File: config.mk
export PLATFORM = sky130hd
export DESIGN_NAME = uart_tx_fifo
export DESIGN_NICKNAME = d
export VERILOG_FILES = /design/src/rtl/uart_tx_fifo.sv
export SDC_FILE = /design/constraint.sdc
export NUM_CORES = 1
export LEC_CHECK = 0
export CORE_UTILIZATION = 35
export CTS_CLUSTER_SIZE = 28
export DETAILED_ROUTE_END_ITERATION = 10
export GPL_TIMING_DRIVEN = 1
export PLACE_DENSITY_LB_ADDON = 0.05
export SYNTH_ARGS = -nofsm -noshare
export SYNTH_HDL_FRONTEND = slang
export SYNTH_SLANG_ARGS = --single-unit
File: constraint.sdc
create_clock -name clk -period 6.1 [get_ports clk]
set_input_delay 0.61 -clock clk [delete_from_list [all_inputs] [get_ports clk]]
set_output_delay 0.61 -clock clk [all_outputs]
set_load 0.02 [all_outputs]
File: src/rtl/uart_tx_fifo.sv
// UART transmitter with a small TX FIFO: configurable data width, parity and stop bits.
// Queued words go out as contiguous frames, LSB first, line idle high.
module uart_tx_fifo #(
    parameter int unsigned CLOCKS_PER_BIT = 4,
    parameter int unsigned DATA_BITS      = 8,
    parameter int unsigned PARITY         = 0,
    parameter int unsigned STOP_BITS      = 1,
    parameter int unsigned FIFO_DEPTH     = 4
) (
    input  logic                               clk,
    input  logic                               rst,
    input  logic [DATA_BITS-1:0]               tx_data,
    input  logic                               tx_valid,
    output logic                               tx_ready,
    output logic                               out_tx,
    output logic                               out_tx_busy,
    output logic [$clog2(FIFO_DEPTH+1)-1:0]    out_fifo_count
);

    localparam int unsigned CW  = $clog2(FIFO_DEPTH + 1);
    localparam int unsigned PW  = $clog2(FIFO_DEPTH);
    localparam int unsigned CCW = $clog2(CLOCKS_PER_BIT);
    localparam int unsigned BW  = $clog2(DATA_BITS);
    localparam logic PAR_EN  = (PARITY != 0);
    localparam logic PAR_ODD = (PARITY == 2);

    // Reject unsupported frame/FIFO configurations at elaboration time
    if (CLOCKS_PER_BIT < 2 || DATA_BITS < 5 || DATA_BITS > 9 || PARITY > 2 ||
        (STOP_BITS != 1 && STOP_BITS != 2) || FIFO_DEPTH < 2 ||
        (FIFO_DEPTH & (FIFO_DEPTH - 1)) != 0) begin : g_bad_params
        $error("uart_tx_fifo: illegal parameter set");
    end

    typedef enum logic [2:0] {
        S_IDLE,
        S_START,
        S_DATA,
        S_PARITY,
        S_STOP
    } state_t;

    state_t               state, state_n;
    logic [CCW-1:0]       cyc_cnt, cyc_n;
    logic [BW-1:0]        bit_cnt, bit_n;
    logic [DATA_BITS-1:0] shreg, sh_n;
    logic                 par_bit, par_n;
    logic                 tx_n;

    logic [DATA_BITS-1:0] mem [FIFO_DEPTH];
    logic [PW-1:0]        wr_ptr, rd_ptr;
    logic                 push_c, pop_c, last_cyc_c, fifo_nonempty_c;
    logic [DATA_BITS-1:0] head_c;

    assign tx_ready        = (out_fifo_count != CW'(FIFO_DEPTH));
    assign fifo_nonempty_c = (out_fifo_count != '0);
    assign out_tx_busy     = (state != S_IDLE) || fifo_nonempty_c;
    assign push_c          = tx_valid && tx_ready;
    assign head_c          = mem[rd_ptr];
    assign last_cyc_c      = (cyc_cnt == CCW'(CLOCKS_PER_BIT - 1));

    // Next-state and next-line logic; a frame start pops the FIFO head
    always_comb begin
        state_n = state;
        cyc_n   = cyc_cnt;
        bit_n   = bit_cnt;
        sh_n    = shreg;
        par_n   = par_bit;
        tx_n    = out_tx;
        pop_c   = 1'b0;

        if (state != S_IDLE) begin
            cyc_n = last_cyc_c ? '0 : cyc_cnt + CCW'(1);
        end

        case (state)
            S_IDLE: begin
                tx_n = 1'b1;
                if (fifo_nonempty_c) begin
                    pop_c = 1'b1;
                end
            end
            S_START: begin
                if (last_cyc_c) begin
                    state_n = S_DATA;
                    bit_n   = '0;
                    tx_n    = shreg[0];
                end
            end
            S_DATA: begin
                if (last_cyc_c) begin
                    if (bit_cnt == BW'(DATA_BITS - 1)) begin
                        bit_n = '0;
                        if (PAR_EN) begin
                            state_n = S_PARITY;
                            tx_n    = par_bit;
                        end else begin
                            state_n = S_STOP;
                            tx_n    = 1'b1;
                        end
                    end else begin
                        bit_n = bit_cnt + BW'(1);
                        sh_n  = shreg >> 1;
                        tx_n  = shreg[1];
                    end
                end
            end
            S_PARITY: begin
                if (last_cyc_c) begin
                    state_n = S_STOP;
                    bit_n   = '0;
                    tx_n    = 1'b1;
                end
            end
            S_STOP: begin
                if (last_cyc_c) begin
                    if (bit_cnt == BW'(STOP_BITS - 1)) begin
                        bit_n = '0;
                        if (fifo_nonempty_c) begin
                            pop_c = 1'b1;
                        end else begin
                            state_n = S_IDLE;
                            tx_n    = 1'b1;
                        end
                    end else begin
                        bit_n = bit_cnt + BW'(1);
                    end
                end
            end
            default: begin
                state_n = S_IDLE;
                tx_n    = 1'b1;
            end
        endcase

        // Back-to-back start: load the next word the same edge the previous frame ends
        if (pop_c) begin
            state_n = S_START;
            cyc_n   = '0;
            bit_n   = '0;
            sh_n    = head_c;
            par_n   = (^head_c) ^ PAR_ODD;
            tx_n    = 1'b0;
        end
    end

    always_ff @(posedge clk or posedge rst) begin
        if (rst) begin
            state          <= S_IDLE;
            cyc_cnt        <= '0;
            bit_cnt        <= '0;
            shreg          <= '0;
            par_bit        <= 1'b0;
            out_tx         <= 1'b1;
            out_fifo_count <= '0;
            wr_ptr         <= '0;
            rd_ptr         <= '0;
        end else begin
            state          <= state_n;
            cyc_cnt        <= cyc_n;
            bit_cnt        <= bit_n;
            shreg          <= sh_n;
            par_bit        <= par_n;
            out_tx         <= tx_n;
            out_fifo_count <= out_fifo_count + CW'(push_c) - CW'(pop_c);
            if (push_c) begin
                wr_ptr <= wr_ptr + PW'(1);
            end
            if (pop_c) begin
                rd_ptr <= rd_ptr + PW'(1);
            end
        end
    end

    // Storage needs no reset; validity is tracked by the count
    always_ff @(posedge clk) begin
        if (push_c) begin
            mem[wr_ptr] <= tx_data;
        end
    end

endmodule

==> metrics.md, run 1 <==
| Metric | Value |
|---|---|
| Slew Limit Fails | 0 |
| Number of routed nets with antenna violations | 0 |
| GPL Wtd Cong | 0.742 |
| Final #Nets | 216 |
| Largest net degree at the start of global routing | 25 |
| Worst Clk Skew | 7.83 ps |
| Post-CTS sizing | 0 |
| WL/cell | 15.0 µm |
| Max-cap violation count | 0 |
| Area contributors post-synth | edfxtp_1 (38%), dfrtp_1 (23%), mux4_2 (7.1%) |
| Number of global-route vias before repair | 1495 |
| Initial DRC count | 29 |
| Wl on met1 | 1970 µm |
| Post-synth EDFFs | 32 |
| CP startpoint | out_fifo_count[1] |
| Worst-path clk slew | 110 ps |
| WL final | 4370 µm |
| Syn avg cell area | 14.4 µm² |
| Worst VDD drop | 0.000203 V |
| Placed wire-length estimate | 3140 µm |
| H-tree depth | 2 |
| CTS Buf Count | 5 |
| Area share of the leading cell type in the synthesized netlist | 37.8% |
| Slew of the pin with the lowest slew margin | 939 ps |
| Final number of setup-violating endpoints | 0 |
| # IOs | 17 |
| Clock Tree Root | clkbuf_8 |
| CTS hold repair buffers | 0 |
| Metal3 WL | 85 µm |
| Post-CTS Setup Inserts | 0 |
| Via count | 1390 |
| Status | completed |
| Power per Cell Area | 482 nW/µm² |
| FF-to-FF Start | bit_cnt[0] |
| Synth-to-layout area growth | 13.4% |
| Commonest cells post-synth | edfxtp_1 (32), dfrtp_1 (23), nand2_1 (14) |
| Initial core utilization | 36.8% |
| Number of port buffers | 16 |
| CTS tree | built |
| Critical path capture point type | output port |
| Unrepaired setup endpoints after global routing | false |
| Row cnt | 30 |
| Die height | 87.3 µm |
| Total grt overflow | 0 |
| Setup TNS | 0 ps |
| Worst EP arrival | 2140 ps |
| Max Clk Rate | 364 MHz |
| First-pass GRT wire length | 7280 µm |
| Data required, critical path | 5490 ps |
| Sequential-to-total area share from yosys stat | 61.4% |
| Cell leakage power | 1.07 nW |
| Layout fillers | 651 |
| Clock sinks | 56 |
| Clock Path Buffers | 2 |
| Top FF cell, synth | edfxtp_1 |
| Worst R2R Path Depth | 11 |
| Mapped Area | 2540 µm² |
| Post-synth top area cell | edfxtp_1 |
| Hold Crit Class | reg -> reg |
| Worst setup path class | reg -> out |
| Layout cell share with drive strength beyond 1 | 15.4% |
| Post-route DRC | 0 |
| Distinct cells, synth | 38 |
| Asr flop ratio synth | 42.9% |
| Hold WS | 477 ps |
| CP max FO | 5 |
| Tcrit/Tclk final | 45.1% |
| Final Critical Period | 2750 ps |
| Syn nets | 199 |
| FF-to-FF End | out_fifo_count[2] |
| Synth Warn # | 0 |
| Top layer used by detailed routing | met4 |
| Met2 routed WL | 2240 µm |
| Worst reg2reg setup slack | 3490 ps |
| DRT Pass-1 Iters | 4 |
| CP Launch Type | flop |
| Most common cell in the netlist | edfxtp_1 |
| Worst setup endpoint | out_tx_busy |
| Yosys reg bits | 56 |
| Die area | 7620 µm² |
| Gr usage total | 12.9% |
| Clk Latency, worst-skew pair | 310 ps |
| Core ar. | 6910 µm² |
| Mapped Cells | 177 |
| Die X | 87.3 µm |
| Ant diodes | 0 |
| DR vias/cell | 4.78 |
| Initial antenna violation count | 0 |
| Hold Violations, Final | 0 |
| Worst slew margin | 37.3% |
## cell families (layout without fill, tap and decap cells)
kind of cell | count (synthesis) | in the layout | synth area share (%)
flops | 56 | 56 | 61.4
simple gates | 43 | 43 | 9.10
compound gates | 26 | 26 | 7.62
mux | 18 | 18 | 11.1
buf+inv | 18 | 36 | 3.39
fa+ha+maj | 11 | 11 | 5.70
xor+xnor | 5 | 5 | 1.72
## placed cells by master, fill, tap and decap left out, types with 3 or more instances in the layout
cell type	netlist	layout
o21ai_2	6	6
clkdlybuf4s50_1	0	16
mux4_2	8	8
nor2_1	10	10
nand2_1	14	14
o21ai_0	3	3
mux2i_1	9	9
nand2b_1	4	4
dfrtp_1	23	23
o21ai_1	3	3
edfxtp_1	32	32
ha_1	10	10
and3_1	4	4
inv_1	10	10
xnor2_1	4	4
a21oi_1	6	6
clkbuf_8	0	5
## per-layer routing
layer | GRT usage (%) | up-vias
met5 | 0 | -
li1 | - | 678
met4 | 5.37 | 0
met2 | 22.1 | 14
met3 | 2.46 | 7
met1 | 16.1 | 691
## cell type report
class | count | area, µm² | share of cell area (%)
Clock buffer | 5 | 68.8 | 2.39
Clock inverter | 3 | 28.8 | 0.997
Inverter | 11 | 41.3 | 1.43
Multi-Input combinational cell | 103 | 896 | 31.0
Sequential cell | 56 | 1560 | 54.2
Tap cell | 96 | 120 | 4.16
Timing Repair Buffer | 17 | 168 | 5.81
## through the flow
step	worst slack, ps	instances	area, µm²	util (%)	total power, W
2_1_floorplan	3440	177	2540	-	0.00105
3_3_place_gp	3550	283	2790	40.4	0.00117
4_1_cts	3330	291	2890	41.8	0.00142
5_1_grt	3220	291	2890	41.8	0.00150
6_report	3350	291	2890	41.8	0.00139
3_5_place_dp	3400	283	2790	40.4	0.00120
## worst min-delay path by stage
stage / from / endpoint / slack (ps) / depth (start not counted)
after floorplan: cyc_cnt[0] / cyc_cnt[0] / 450 / 1
after global placement: cyc_cnt[0] / cyc_cnt[0] / 460 / 1
after detailed placement: out_tx / out_tx / 470 / 2
after CTS: out_tx / out_tx / 490 / 2
after global routing: cyc_cnt[0] / cyc_cnt[0] / 510 / 1
final: out_tx / out_tx / 480 / 2
## critical path: stages, from the launching register on
cell             delay, ps
dfrtp_1                480
nor3_1                 570
nand2_1                190
clkdlybuf4s50_1        580
## state kept, by name, summed over array words and instances, names as in the netlist
register        count
rd_ptr              2
cyc_cnt             2
out_tx              1
state               3
out_fifo_count      3
wr_ptr              2
mem                32
bit_cnt             3
shreg               8
## power by group
part	internal (W)	switching [W]
Sequential	0.000528	0.000119
Clock	0.0000861	0.000127
Combinational	0.000254	0.000276
Total	0.000868	0.000522
No activity file was read; power rests on OpenSTA's default activity.
==> inputs of run 2 (changes only) <==
==> constraint.sdc (replaced) <==
create_clock -name clk -period 2.38 [get_ports clk]
set_input_delay 0.238 -clock clk [delete_from_list [all_inputs] [get_ports clk]]
set_output_delay 0.238 -clock clk [all_outputs]
set_load 0.02 [all_outputs]
==> metrics.md, run 2 (same netlist as run 1, synthesis figures left out) <==
| Metric | Value |
|---|---|
| GR met2 Demand/Resource | 22.9% (+0.85 points) |
| First-pass GRT wire length | 7470 µm (+2.7%) |
| DR vias/cell | 4.76 (-0.25%) |
| Via count | 1458 (+4.9%) |
| Pre-CTS WS | 16.1 ps (-3380 ps) |
| Clk Latency, worst-skew pair | 310 ps (about the same) |
| FF-to-FF Start | bit_cnt[1] |
| Post-route cell area | 3070 µm² (+6.2%) |
| Final #Nets | 231 (+6.9%) |
| Worst setup path class | reg -> out |
| Top flop regs | mem: 32 flops, shreg: 8 flops |
| Initial DRC count | 27 (-6.9%) |
| CP max FO | 12 (+7) |
| WL/cell | 14.6 µm (-2.5%) |
| Cell leakage power | 1.15 nW (+7.5%) |
| Power per Cell Area | 1250 nW/µm² (+160%) |
| Hold Crit Class | in -> async |
| Layout fillers | 640 (-1.7%) |
| Row cnt | 30 (unchanged) |
| Status | completed |
| Number of routed nets with antenna violations | 0 (unchanged) |
| Die height | 87.3 µm (unchanged) |
| Clock Path Buffers | 2 (unchanged) |
| Total grt overflow | 0 (unchanged) |
| Final number of setup-violating endpoints | 0 (unchanged) |
| GR peak layer | met2 |
| CP Launch Type | flop |
| Post-route DRC | 0 (unchanged) |
| Core ar. | 6910 µm² (unchanged) |
| Hold Violations, Final | 0 (unchanged) |
| Slew Limit Fails | 0 (unchanged) |
| Worst slew margin | 59.6% (+22 points) |
| Gr usage total | 13.4% (+0.49 points) |
| Most frequent cells in the layout | edfxtp_1 (32), dfrtp_1 (22), clkdlybuf4s50_1 (16), buf_4 (16), nand2_1 (14) |
| Unrepaired setup endpoints after global routing | false |
| Slew of the pin with the lowest slew margin | 606 ps (-333 ps) |
| DRT Pass-1 Iters | 4 (unchanged) |
| Layout cell share with drive strength beyond 1 | 26.7% (+11 points) |
| CTS hold repair buffers | 0 (unchanged) |
| # IOs | 17 (unchanged) |
| Total Power | 0.00382 W (+180%) |
| Synth-to-layout area growth | 20.5% |
| H-tree depth | 2 (unchanged) |
| Worst setup endpoint | out_tx_busy |
| Largest Register | mem |
| Worst reg2reg setup slack | 120 ps (-3370 ps) |
| Largest net degree at the start of global routing | 25 (unchanged) |
| Placed Area | 2910 µm² (+4.2%) |
| Worst-path clk slew | 110 ps (about the same) |
| Final setup margin | 99.1 ps (-3250 ps) |
| CTS Buf Count | 5 (unchanged) |
| Ant diodes | 0 (unchanged) |
| Max stage delay on crit path | 560 ps (-20 ps) |
| Max Clk Rate | 438 MHz |
| Max FFs per register | 32 (unchanged) |
| Met1 Track Usage GR | 16.6% (+0.49 points) |
| Worst Clk Skew | 7.61 ps (-0.218 ps) |
| Final Critical Period | 2280 ps |
| Number of port buffers | 16 (unchanged) |
| FF-to-FF End | out_fifo_count[2] |
| Data required, critical path | 2140 ps (-3350 ps) |
| Hold WS | 260 ps (-218 ps) |
| Clock sinks | 56 (unchanged) |
| Initial antenna violation count | 0 (unchanged) |
| CP startpoint | state[0] |
| Tcrit/Tclk final | 95.8% |
| Die X | 87.3 µm (unchanged) |
| CTS tree | built |
| Worst EP arrival | 2040 ps (-100 ps) |
| GPL Wtd Cong | 0.749 (+0.96%) |
| Die area | 7620 µm² (unchanged) |
| WL final | 4480 µm (+2.5%) |
| Fin cells | 306 (+5.2%) |
| DP Cell Count | 292 (+3.2%) |
| Worst VDD drop | 0.000457 V (+120%) |
| Worst R2R Path Depth | 11 (unchanged) |
| Worst path cell trace | buf_4 > nor3_1 > nand2_1 > clkdlybuf4s50_1 |
| Placed wire-length estimate | 3120 µm (-0.82%) |
| Critical path's slowest cell | clkdlybuf4s50_1 |
| GR Util met3 | 3.41% (+0.95 points) |
| Number of global-route vias before repair | 1466 (-1.9%) |
| Critical path capture point type | output port |
| Initial core utilization | 36.8% (unchanged) |
| Clock Tree Root | clkbuf_8 |
| Max-cap violation count | 0 (unchanged) |
| Commonest non-fill, non-tap cell in the layout | edfxtp_1 |
-- run 2: cell count changes in the layout (fill, tap and decap cells not counted), moves of 4 or more --
cell   delta
ha_1      -4
inv_2     +4
buf_4    +15
ha_4      +4
inv_1     -4
-- run 2: layout make-up --
| cell class | instances | area (µm²) | share of cell area (%) |
|---|---|---|---|
| Multi-Input combinational cell | 103 | 965 | 31.5 |
| Timing Repair Buffer | 32 | 280 | 9.14 |
| Tap cell | 96 | 120 | 3.92 |
| Sequential cell | 56 | 1560 | 51.0 |
| Clock inverter | 3 | 26.3 | 0.857 |
| Inverter | 11 | 41.3 | 1.35 |
| Clock buffer | 5 | 68.8 | 2.24 |
-- run 2: metrics by stage --
stage          setup TNS (ps)  utilization [%]
3_5_place_dp                0             42.1
5_1_grt                     0             44.4
3_3_place_gp                0             42.1
2_1_floorplan            -131                -
4_1_cts                     0             43.7
6_report                    0             44.4
-- run 2: where the power goes --
group	internal (W)	leakage (nW)	switching, W
sequential	0.00136	0.587	0.000244
combinational	0.000835	0.513	0.000845
clock	0.000217	0.0491	0.000326
total	0.00241	1.15	0.00141
-- run 2: worst max-delay path: cells and delay by family, from the launching register on --
family | cells | cell delay (ps)
buffers and inverters | 2 | 760
AND/OR/NAND/NOR | 2 | 540
flip-flops | 1 | 430
-- run 2: timing repair --
action	in CTS	in global routing
pin swaps	5	4
gates resized for setup	1	3
setup buffers	1	5
cloned	0	0
setup endpoints to repair	1	2
-- run 2: how the worst min path moves through the flow --
stage            endpoint  depth (start not counted)  startpoint
2_1_floorplan  bit_cnt[0]                          1         rst
3_3_place_gp       out_tx                          2      out_tx
3_5_place_dp       out_tx                          2      out_tx
4_1_cts         rd_ptr[0]                          3         rst
5_1_grt          state[0]                          3         rst
6_report         state[0]                          3         rst
-- run 2: layer usage --
layer | share of wire [%] | up-vias
li1 | - | 705
met4 | 1.0 | 0
met2 | 51 | 22
met1 | 44 | 727
met3 | 3.1 | 4
met5 | 0 | -
==> inputs of run 3 (changes only) <==
--- a/config.mk
+++ b/config.mk
@@ -13,3 +13,4 @@
 export SYNTH_ARGS = -nofsm -noshare
 export SYNTH_HDL_FRONTEND = slang
 export SYNTH_SLANG_ARGS = --single-unit
+export TNS_END_PERCENT = 1
==> constraint.sdc (replaced) <==
create_clock -name clk -period 2.38 [get_ports clk]
set_input_delay 0.714 -clock clk [delete_from_list [all_inputs] [get_ports clk]]
set_output_delay 0.714 -clock clk [all_outputs]
set_load 0.02 [all_outputs]
==> metrics.md, run 3 (same netlist as run 1, synthesis figures left out) <==
| Metric | Value |
|---|---|
| CP Launch Type | flop |
| First-pass GRT wire length | 7870 µm (+5.3%) |
| Row cnt | 30 (unchanged) |
| Max Clk Rate | 430 MHz (-1.9%) |
| Sequential share of power | 40.5% (-1.3 points) |
| CTS tree | built |
| Via count | 1466 (+0.55%) |
| Max-cap violation count | 0 (unchanged) |
| Clock Tree Root | clkbuf_8 |
| Setup TNS | 0 ps (unchanged) |
| Most frequent cells in the layout | edfxtp_1 (32), dfrtp_1 (22), buf_4 (17), nand2_1 (14), clkdlybuf4s50_1 (14) |
| Synth-to-layout area growth | 20.9% |
| Core ar. | 6910 µm² (unchanged) |
| Worst R2R Path Depth | 11 (unchanged) |
| Slew Limit Fails | 0 (unchanged) |
| Data required, critical path | 2570 ps (+430 ps) |
| Die X | 87.3 µm (unchanged) |
| Cell leakage power | 1.16 nW (+0.50%) |
| Worst path cell trace | inv_2 > ha_4 > nand3b_4 > a2111oi_4 > ha_4 > inv_2 > ha_4 > inv_2 > fa_2 > xnor2_2 > xnor2_1 |
| Tcrit/Tclk final | 97.7% (+1.8 points) |
| FF+latch area | 1560 µm² (unchanged) |
| Slew of the pin with the lowest slew margin | 604 ps (-1.82 ps) |
| Top flop regs | mem: 32 flops, shreg: 8 flops |
| Gr usage total | 13.9% (+0.50 points) |
| Worst-path clk slew | 100 ps (about the same) |
| Gate power share | 43.5% (-0.4 points) |
| Max FFs per register | 32 (unchanged) |
| H-tree depth | 2 (unchanged) |
| WHS Path Cells | 2 |
| Worst EP arrival | 2520 ps (+480 ps) |
| # IOs | 17 (unchanged) |
| Max stage delay on crit path | 440 ps (-120 ps) |
| Post-CTS Setup Inserts | 0 (-1) |
| Clk pwr share | 15.9% (+1.7 points) |
| Status | completed |
| Clock sinks | 56 (unchanged) |
| Post-route DRC | 0 (unchanged) |
| Worst hold endpoint | out_tx |
| FF-to-FF End | out_fifo_count[2] |
| DR vias/cell | 4.78 (+0.22%) |
| Worst setup path class | reg -> reg |
| Die height | 87.3 µm (unchanged) |
| Unrepaired setup endpoints after global routing | true |
| Largest net degree at the start of global routing | 25 (unchanged) |
| GPL Wtd Cong | 0.730 (-2.6%) |
| Final core occ | 44.5% (+0.16 points) |
| Layout fillers | 643 (+0.47%) |
| Initial antenna violation count | 0 (unchanged) |
| Ant diodes | 0 (unchanged) |
| Final Critical Period | 2320 ps (+43.9 ps) |
| Number of global-route vias before repair | 1549 (+5.7%) |
| Total Power | 0.00389 W (+1.8%) |
| WL/cell | 14.7 µm (+0.74%) |
| Clk Latency, worst-skew pair | 310 ps (about the same) |
| Die area | 7620 µm² (unchanged) |
| CTS Buf Count | 5 (unchanged) |
| Multi-input gate area | 955 µm² (-1.0%) |
| Clock Path Buffers | 2 (unchanged) |
| Layout cell share with drive strength beyond 1 | 26.5% (-0.13 points) |
| Number of routed nets with antenna violations | 0 (unchanged) |
| Largest Register | mem |
| Initial DRC count | 50 (+85%) |
| CP max FO | 2 (-10) |
| Hold Crit Class | reg -> reg |
| DRT Pass-1 Iters | 4 (unchanged) |
| Total grt overflow | 0 (unchanged) |
| Switch share | 35.6% (-1.4 points) |
| Internal | 0.00251 W (+4.0%) |
| Critical path's slowest cell | a2111oi_4 |
| Worst reg2reg setup slack | 60 ps (-60 ps) |
| Worst slew margin | 59.7% (+0.12 points) |
| Psw | 0.00139 W (-2.0%) |
| Critical path capture point type | flop |
| Worst Clk Skew | 11.0 ps (+3.41 ps) |
| Power per Cell Area | 1270 nW/µm² (+1.4%) |
| Worst VDD drop | 0.000485 V (+6.2%) |
| Number of port buffers | 16 (unchanged) |
| Hold Violations, Final | 0 (unchanged) |
| Final number of setup-violating endpoints | 0 (unchanged) |
| Hold_sp | out_tx |
| Commonest non-fill, non-tap cell in the layout | edfxtp_1 |
| Initial core utilization | 36.8% (unchanged) |
| Placed wire-length estimate | 3190 µm (+2.3%) |
| FF-to-FF Start | bit_cnt[1] |
| Final #Nets | 232 (+0.43%) |
| WL final | 4530 µm (+1.1%) |
-- run 3: cell types whose count changed in the layout (fill, tap and decap cells not counted), sizes merged --
cell,delta
clkdlybuf4s50,-2
dlygate4sd2,+2
buf,+1
bufinv,+1
clkbuf,+1
clkinv,-1
inv,-1
-- run 3: layout make-up --
type,count,share of cell area (%)
sequential,56,50.8
clock buffer,6,2.36
clock inverter,2,1.26
tap,96,3.90
multi-input combinational,103,31.0
timing repair buffer,33,9.27
inverter,11,1.34
-- run 3: repair_timing --
action | in CTS | in global routing
hold buffers | 0 | 0
setup endpoints to repair | 2 | 1
pin swaps | 0 | 4
resized for setup | 2 | 3
-- run 3: how the worst max path moves through the flow --
stage	from	to	slack [ps]	cells past startpoint
2_1_floorplan	bit_cnt[0]	out_fifo_count[2]	-110	12
3_3_place_gp	tx_valid	out_fifo_count[2]	-60	9
3_5_place_dp	tx_valid	out_fifo_count[2]	-90	9
4_1_cts	bit_cnt[0]	out_fifo_count[2]	20	11
5_1_grt	bit_cnt[0]	out_fifo_count[2]	-50	11
6_report	bit_cnt[1]	out_fifo_count[2]	60	11
-- run 3: critical path, delay by kind of cell, from the launching register on --
kind	cells	cell delay, ps
AO/OA/AOI/OAI	1	440
XOR/XNOR	2	260
adder cells (fa/ha/maj)	4	870
buffers and inverters	3	160
flip-flops	1	400
AND/OR/NAND/NOR	1	80
-- run 3: metrics by stage --
step           cells  hold slack [ps]  worst slack, ps  instance area (µm²)
4_1_cts          307              486             22.9                 3070
5_1_grt          307              514            -50.8                 3080
3_5_place_dp     299              470            -91.9                 2960
3_3_place_gp     299              464            -59.6                 2960
2_1_floorplan    177              451             -106                 2590
6_report         307              476             55.3                 3080
-- run 3: metal layers --
layer / GRT usage [%] / vias to the layer above / part of all wire, %
met5: 0 / - / 0
met4: 4.02 / 0 / 0.64
met3: 3.13 / 2 / 2.1
met2: 22.6 / 13 / 48
met1: 18.8 / 736 / 49
li1: - / 715 / -
-- run 3: power groups by stage --
| stage | clock, W | combinational, W | sequential (W) |
|---|---|---|---|
| 2_1_floorplan | 0 | 0.00123 | 0.00156 |
| 3_3_place_gp | 0 | 0.00167 | 0.00159 |
| 3_5_place_dp | 0 | 0.00171 | 0.00161 |
| 4_1_cts | 0.000645 | 0.00171 | 0.00159 |
| 5_1_grt | 0.000681 | 0.00191 | 0.00163 |
| 6_report | 0.000619 | 0.00170 | 0.00158 |
